## src/rtl/uart_tx_fifo.sv

```systemverilog
// uart_tx_fifo: byte FIFO feeding an 8N1 serialiser that drives the RS232 Tx pin.
// Producers push bursts through a valid/ready handshake. The bit-timing FSM
// drains the FIFO one frame at a time, sending the LSB first.
module uart_tx_fifo #(
    parameter int CLKS_PER_BIT    = 1250,
    parameter int FIFO_DEPTH_LOG2 = 3
) (
    input  logic                     clk,
    input  logic                     rst_n,
    input  logic                     tx_valid,
    input  logic [7:0]               tx_byte,
    output logic                     tx_ready,
    output logic                     tx,
    output logic                     is_transmitting,
    output logic [FIFO_DEPTH_LOG2:0] fifo_count
);

    localparam int Depth = 1 << FIFO_DEPTH_LOG2;
    localparam int PtrW  = FIFO_DEPTH_LOG2;
    localparam int CntW  = (CLKS_PER_BIT > 1) ? $clog2(CLKS_PER_BIT) : 1;
    localparam logic [FIFO_DEPTH_LOG2:0] FullCount = (FIFO_DEPTH_LOG2 + 1)'(Depth);
    localparam logic [CntW-1:0]          LastClk   = CntW'(CLKS_PER_BIT - 1);

    typedef enum logic [1:0] {
        IDLE,
        START,
        DATA,
        STOP
    } state_t;

    logic [7:0]             mem_q [Depth];
    logic [PtrW-1:0]        wrPtr_q, wrPtr_d;
    logic [PtrW-1:0]        rdPtr_q, rdPtr_d;
    logic [FIFO_DEPTH_LOG2:0] count_q, count_d;

    state_t                 state_q, state_d;
    logic [CntW-1:0]        clkCnt_q, clkCnt_d;
    logic [2:0]             bitIdx_q, bitIdx_d;
    logic [7:0]             shift_q, shift_d;
    logic                   tx_q, tx_d;
    logic                   busy_q, busy_d;

    logic                   push;
    logic                   pop;
    logic                   clkDone;
    logic [7:0]             headByte;

    assign tx_ready        = (count_q != FullCount);
    assign push            = tx_valid && tx_ready;
    assign clkDone         = (clkCnt_q == LastClk);
    assign headByte        = mem_q[rdPtr_q];
    assign tx              = tx_q;
    assign is_transmitting = busy_q;
    assign fifo_count      = count_q;

    // FIFO storage: the byte is written at the write pointer on an accepted push
    always_ff @(posedge clk) begin
        if (push) begin
            mem_q[wrPtr_q] <= tx_byte;
        end
    end

    // FIFO bookkeeping: pointers wrap naturally, and a simultaneous push and pop keeps the count
    always_comb begin
        wrPtr_d = wrPtr_q;
        rdPtr_d = rdPtr_q;
        count_d = count_q;
        if (push) begin
            wrPtr_d = wrPtr_q + PtrW'(1);
        end
        if (pop) begin
            rdPtr_d = rdPtr_q + PtrW'(1);
        end
        case ({push, pop})
            2'b10:   count_d = count_q + (FIFO_DEPTH_LOG2 + 1)'(1);
            2'b01:   count_d = count_q - (FIFO_DEPTH_LOG2 + 1)'(1);
            default: count_d = count_q;
        endcase
    end

    // FIFO pointer and count registers, cleared by reset so queued bytes are discarded
    always_ff @(posedge clk or negedge rst_n) begin
        if (!rst_n) begin
            wrPtr_q <= '0;
            rdPtr_q <= '0;
            count_q <= '0;
        end else begin
            wrPtr_q <= wrPtr_d;
            rdPtr_q <= rdPtr_d;
            count_q <= count_d;
        end
    end

    // Frame FSM: the next line level is registered, so tx changes only on the clock edge
    always_comb begin
        state_d  = state_q;
        clkCnt_d = clkCnt_q;
        bitIdx_d = bitIdx_q;
        shift_d  = shift_q;
        tx_d     = tx_q;
        busy_d   = busy_q;
        pop      = 1'b0;
        case (state_q)
            IDLE: begin
                tx_d   = 1'b1;
                busy_d = 1'b0;
                if (count_q != '0) begin
                    pop      = 1'b1;
                    shift_d  = headByte;
                    state_d  = START;
                    tx_d     = 1'b0;
                    busy_d   = 1'b1;
                    clkCnt_d = '0;
                    bitIdx_d = '0;
                end
            end
            START: begin
                if (clkDone) begin
                    state_d  = DATA;
                    tx_d     = shift_q[0];
                    clkCnt_d = '0;
                    bitIdx_d = '0;
                end else begin
                    clkCnt_d = clkCnt_q + CntW'(1);
                end
            end
            DATA: begin
                if (clkDone) begin
                    clkCnt_d = '0;
                    if (bitIdx_q == 3'd7) begin
                        state_d  = STOP;
                        tx_d     = 1'b1;
                        bitIdx_d = '0;
                    end else begin
                        bitIdx_d = bitIdx_q + 3'd1;
                        shift_d  = {1'b0, shift_q[7:1]};
                        tx_d     = shift_q[1];
                    end
                end else begin
                    clkCnt_d = clkCnt_q + CntW'(1);
                end
            end
            STOP: begin
                if (clkDone) begin
                    clkCnt_d = '0;
                    bitIdx_d = '0;
                    if (count_q != '0) begin
                        pop     = 1'b1;
                        shift_d = headByte;
                        state_d = START;
                        tx_d    = 1'b0;
                    end else begin
                        state_d = IDLE;
                        busy_d  = 1'b0;
                    end
                end else begin
                    clkCnt_d = clkCnt_q + CntW'(1);
                end
            end
            default: begin
                state_d = IDLE;
                tx_d    = 1'b1;
                busy_d  = 1'b0;
            end
        endcase
    end

    // Frame FSM registers: reset abandons any frame in progress and returns the line to idle-high
    always_ff @(posedge clk or negedge rst_n) begin
        if (!rst_n) begin
            state_q  <= IDLE;
            clkCnt_q <= '0;
            bitIdx_q <= '0;
            shift_q  <= '0;
            tx_q     <= 1'b1;
            busy_q   <= 1'b0;
        end else begin
            state_q  <= state_d;
            clkCnt_q <= clkCnt_d;
            bitIdx_q <= bitIdx_d;
            shift_q  <= shift_d;
            tx_q     <= tx_d;
            busy_q   <= busy_d;
        end
    end

endmodule

```

## config.mk

```make
export PLATFORM = sky130hd
export DESIGN_NAME = uart_tx_fifo
export DESIGN_NICKNAME = d
export VERILOG_FILES = /design/src/rtl/uart_tx_fifo.sv
export SDC_FILE = /design/constraint.sdc
export NUM_CORES = 1
export LEC_CHECK = 0
export BUFFER_PORTS_ARGS = -buffer_cell sky130_fd_sc_hd__buf_2
export CORE_ASPECT_RATIO = 0.6
export CORE_MARGIN = 1.5
export CORE_UTILIZATION = 47
export DETAILED_ROUTE_END_ITERATION = 10
export GPL_ROUTABILITY_DRIVEN = 0
export SYNTH_ARGS = -nofsm -noshare
export SYNTH_HDL_FRONTEND = slang
export SYNTH_SLANG_ARGS = --single-unit
```

## constraint.sdc

```tcl
create_clock -name clk -period 3.2 [get_ports clk]
set_input_delay 0.48 -clock clk [delete_from_list [all_inputs] [get_ports clk]]
set_output_delay 0.48 -clock clk [all_outputs]
set_load 0.01 [all_outputs]
```

==> out/results.txt <==
Worst R2R Path Depth - 12
core area - 9290 um^2
sequential element share of the synthesized area - 0.621
crit-path max FO - 5
Yosys top cell by area - edfxtp_1
Hold WS - 0.232 ns
CTS Sinks - 100
dpl cells - 449
register area - 2820 um^2
status - complete, no violations
Critical Setup Path Class - reg2reg
share of the synthesized area in the top cell type - 0.423
CP arrival - 3.04 ns
FMAX - 0.355 GHz
row count - 27
Setup crit start - clkCnt_q[1]
Yosys cell types - 58
R2R setup slack - 0.38 ns
Worst-Skew Late Latency - 0.34 ns
Finished Core Util - 0.545
Synth warnings - 0
post-DP HPWL - 5860 um
post-cts sizing count - 0
global-route wire length before repair - 13600 um
Post-synth EDFFs - 64
Antenna diodes - 0
CP Capture Type - register
grt total ovfl - 0
Post-CTS Setup Bufs - 0
worst reg2reg startpoint - clkCnt_q[1]
Nets - 355
Longest Clk Path Bufs - 2
crit start category - register
CTS clk-pin slew, worst paths - 0.07 ns
Initial Util - 0.489
Fin Setup TNS - 0 ns
Layout Cell Area excl Fill - 5060 um^2
Die H - 79.2 um
Synth Register Bits - 100
critical-path cell list - inv_1 > ha_1 > nor3b_2 > a41oi_1 > nor3_2 > ha_1 > xor2_1 > ha_1 > a21oi_1 > xor2_1 > nor2_1 > xor2_1
CTS Buf Count - 9
DRT iter0 DRCs - 138
ranking of synthesized cells by area - edfxtp_1, dfrtp_1, mux4_2
initial antenna violation count - 0
fill count - 779
share of cells above drive strength 1 - 0.245
Final Slew Violations - 0
number of global-route vias before repair - 2435
cts hold-fix bufs - 0
overall power - 4.74 mW
CP max stage delay - 0.42 ns
Pre-Repair DR Iteration Count - 4
IO Port Bufs - 17
Hold Path Class - in2async
area grow syn2layout - 11.4%
commonest non-fill, non-tap cell in the layout - edfxtp_1
Post-DRT Antenna Nets - 0
max cap viols - 0
area of the multi-input gates - 1600 um^2
Async SR Flop Fraction - 0.360
Final Hold Vio Count - 0
Detailed Route WL - 8490 um
Die Footprint - 10300 um^2
Final period util - 0.880
All-Layer GR Usage - 0.184
Setup WS pre-CTS - 0.400 ns
synthesized net count - 333
Worst EP required - 3.42 ns
routed via count - 2523
Post-Synthesis Cells - 308
Via density - 5.43
non-filler instance count after layout - 465
worst path bufs/invs - 1
Leakage - 1.89 nW
unrepaired setup endpoints after global routing - false
pwr dens - 937 nW/um^2
cell family with most CP delay - simple AND/OR/NAND/NOR gates
Crit-path slowest cell - dfrtp_1
Placement Cell Area - 4780 um^2
Die W - 130 um
commonest cells after routing, fill and taps aside - edfxtp_1, dfrtp_1, buf_2
maximum VDD drop - 0.498 mV
pin count of the biggest net entering global routing - 37
Synth Flop Type - edfxtp_1
crit path time final - 2.82 ns
syn_area_per_cell - 14.8 um^2
synthesized area - 4540 um^2
PnR worst setup slack - 0.385 ns
Routed wire per std cell - 18.3 um
setup violators final - 0
io pins - 18
slew margin rel. - 0.326
Tightest Pin Transition - 1.01 ns
Worst Clk Skew - 0.00571 ns
CTS root buffer - clkbuf_16
DRC - 0
FF-to-FF End - fifo_count[2]
H-tree Lvls - 3
CTS tree - yes
kinds of logic after synthesis:
logic type / share of synthesized area
flip-flops: 0.621
AND/OR/NAND/NOR: 0.101
AO/OA/AOI/OAI: 0.0719
multiplexers: 0.119
buffers and inverters: 0.0284
adder cells (fa/ha/maj): 0.0385
XOR/XNOR: 0.0193
cells in the mapped netlist (4+ instances only):
master    instances
nand3_1           8
nor2_1           12
o21ai_0           8
mux2_2            4
mux2i_1           7
ha_1             14
nand2_1          13
mux4_2           15
xor2_1            7
nor3_1            6
clkbuf_1          6
mux2_4            6
a21oi_1          12
dfrtp_1          35
inv_1            11
buf_2             4
edfxtp_1         64
nand2b_1          9
a31oi_1           7
o22ai_1           4
sequential cells by signal, indices dropped and copies added (netlist names):
name             flops
rdPtr_q              3
shift_q              8
bitIdx_q             3
tx                   1
wrPtr_q              3
mem_q               64
clkCnt_q            11
is_transmitting      1
fifo_count           4
state_q              2
power by group:
part / internal, mW / leakage, nW / switching, mW
registers: 1.69 / 1.02 / 0.346
logic: 0.856 / 0.730 / 0.814
clock network: 0.538 / 0.136 / 0.495
total: 3.09 / 1.89 / 1.65
worst max-delay path by stage:
stage / to / cells past startpoint
global route: fifo_count[2] / 12
floorplan: fifo_count[2] / 12
CTS: fifo_count[2] / 12
detailed placement: fifo_count[2] / 12
finish: fifo_count[2] / 12
global placement: fifo_count[2] / 12
layer usage:
layer  routed length (um)  GRT usage  up-vias  part of all wire
li1                     -          -     1220                 -
met1                 4750      0.308     1249              0.56
met2                 3300      0.226       44              0.39
met3                  335     0.0472       10             0.039
met4                   99     0.0500        0             0.012
met5                    0          0        -                 0
cell type report:
cell class,count,share of cell area
clock buffers,9,0.0445
clock inverters,7,0.0114
inverters,11,0.00816
multi-input cells,182,0.316
flip-flops and latches,100,0.558
well taps,130,0.0321
repair buffers,26,0.0302
Power figures use the tool's default switching activity.
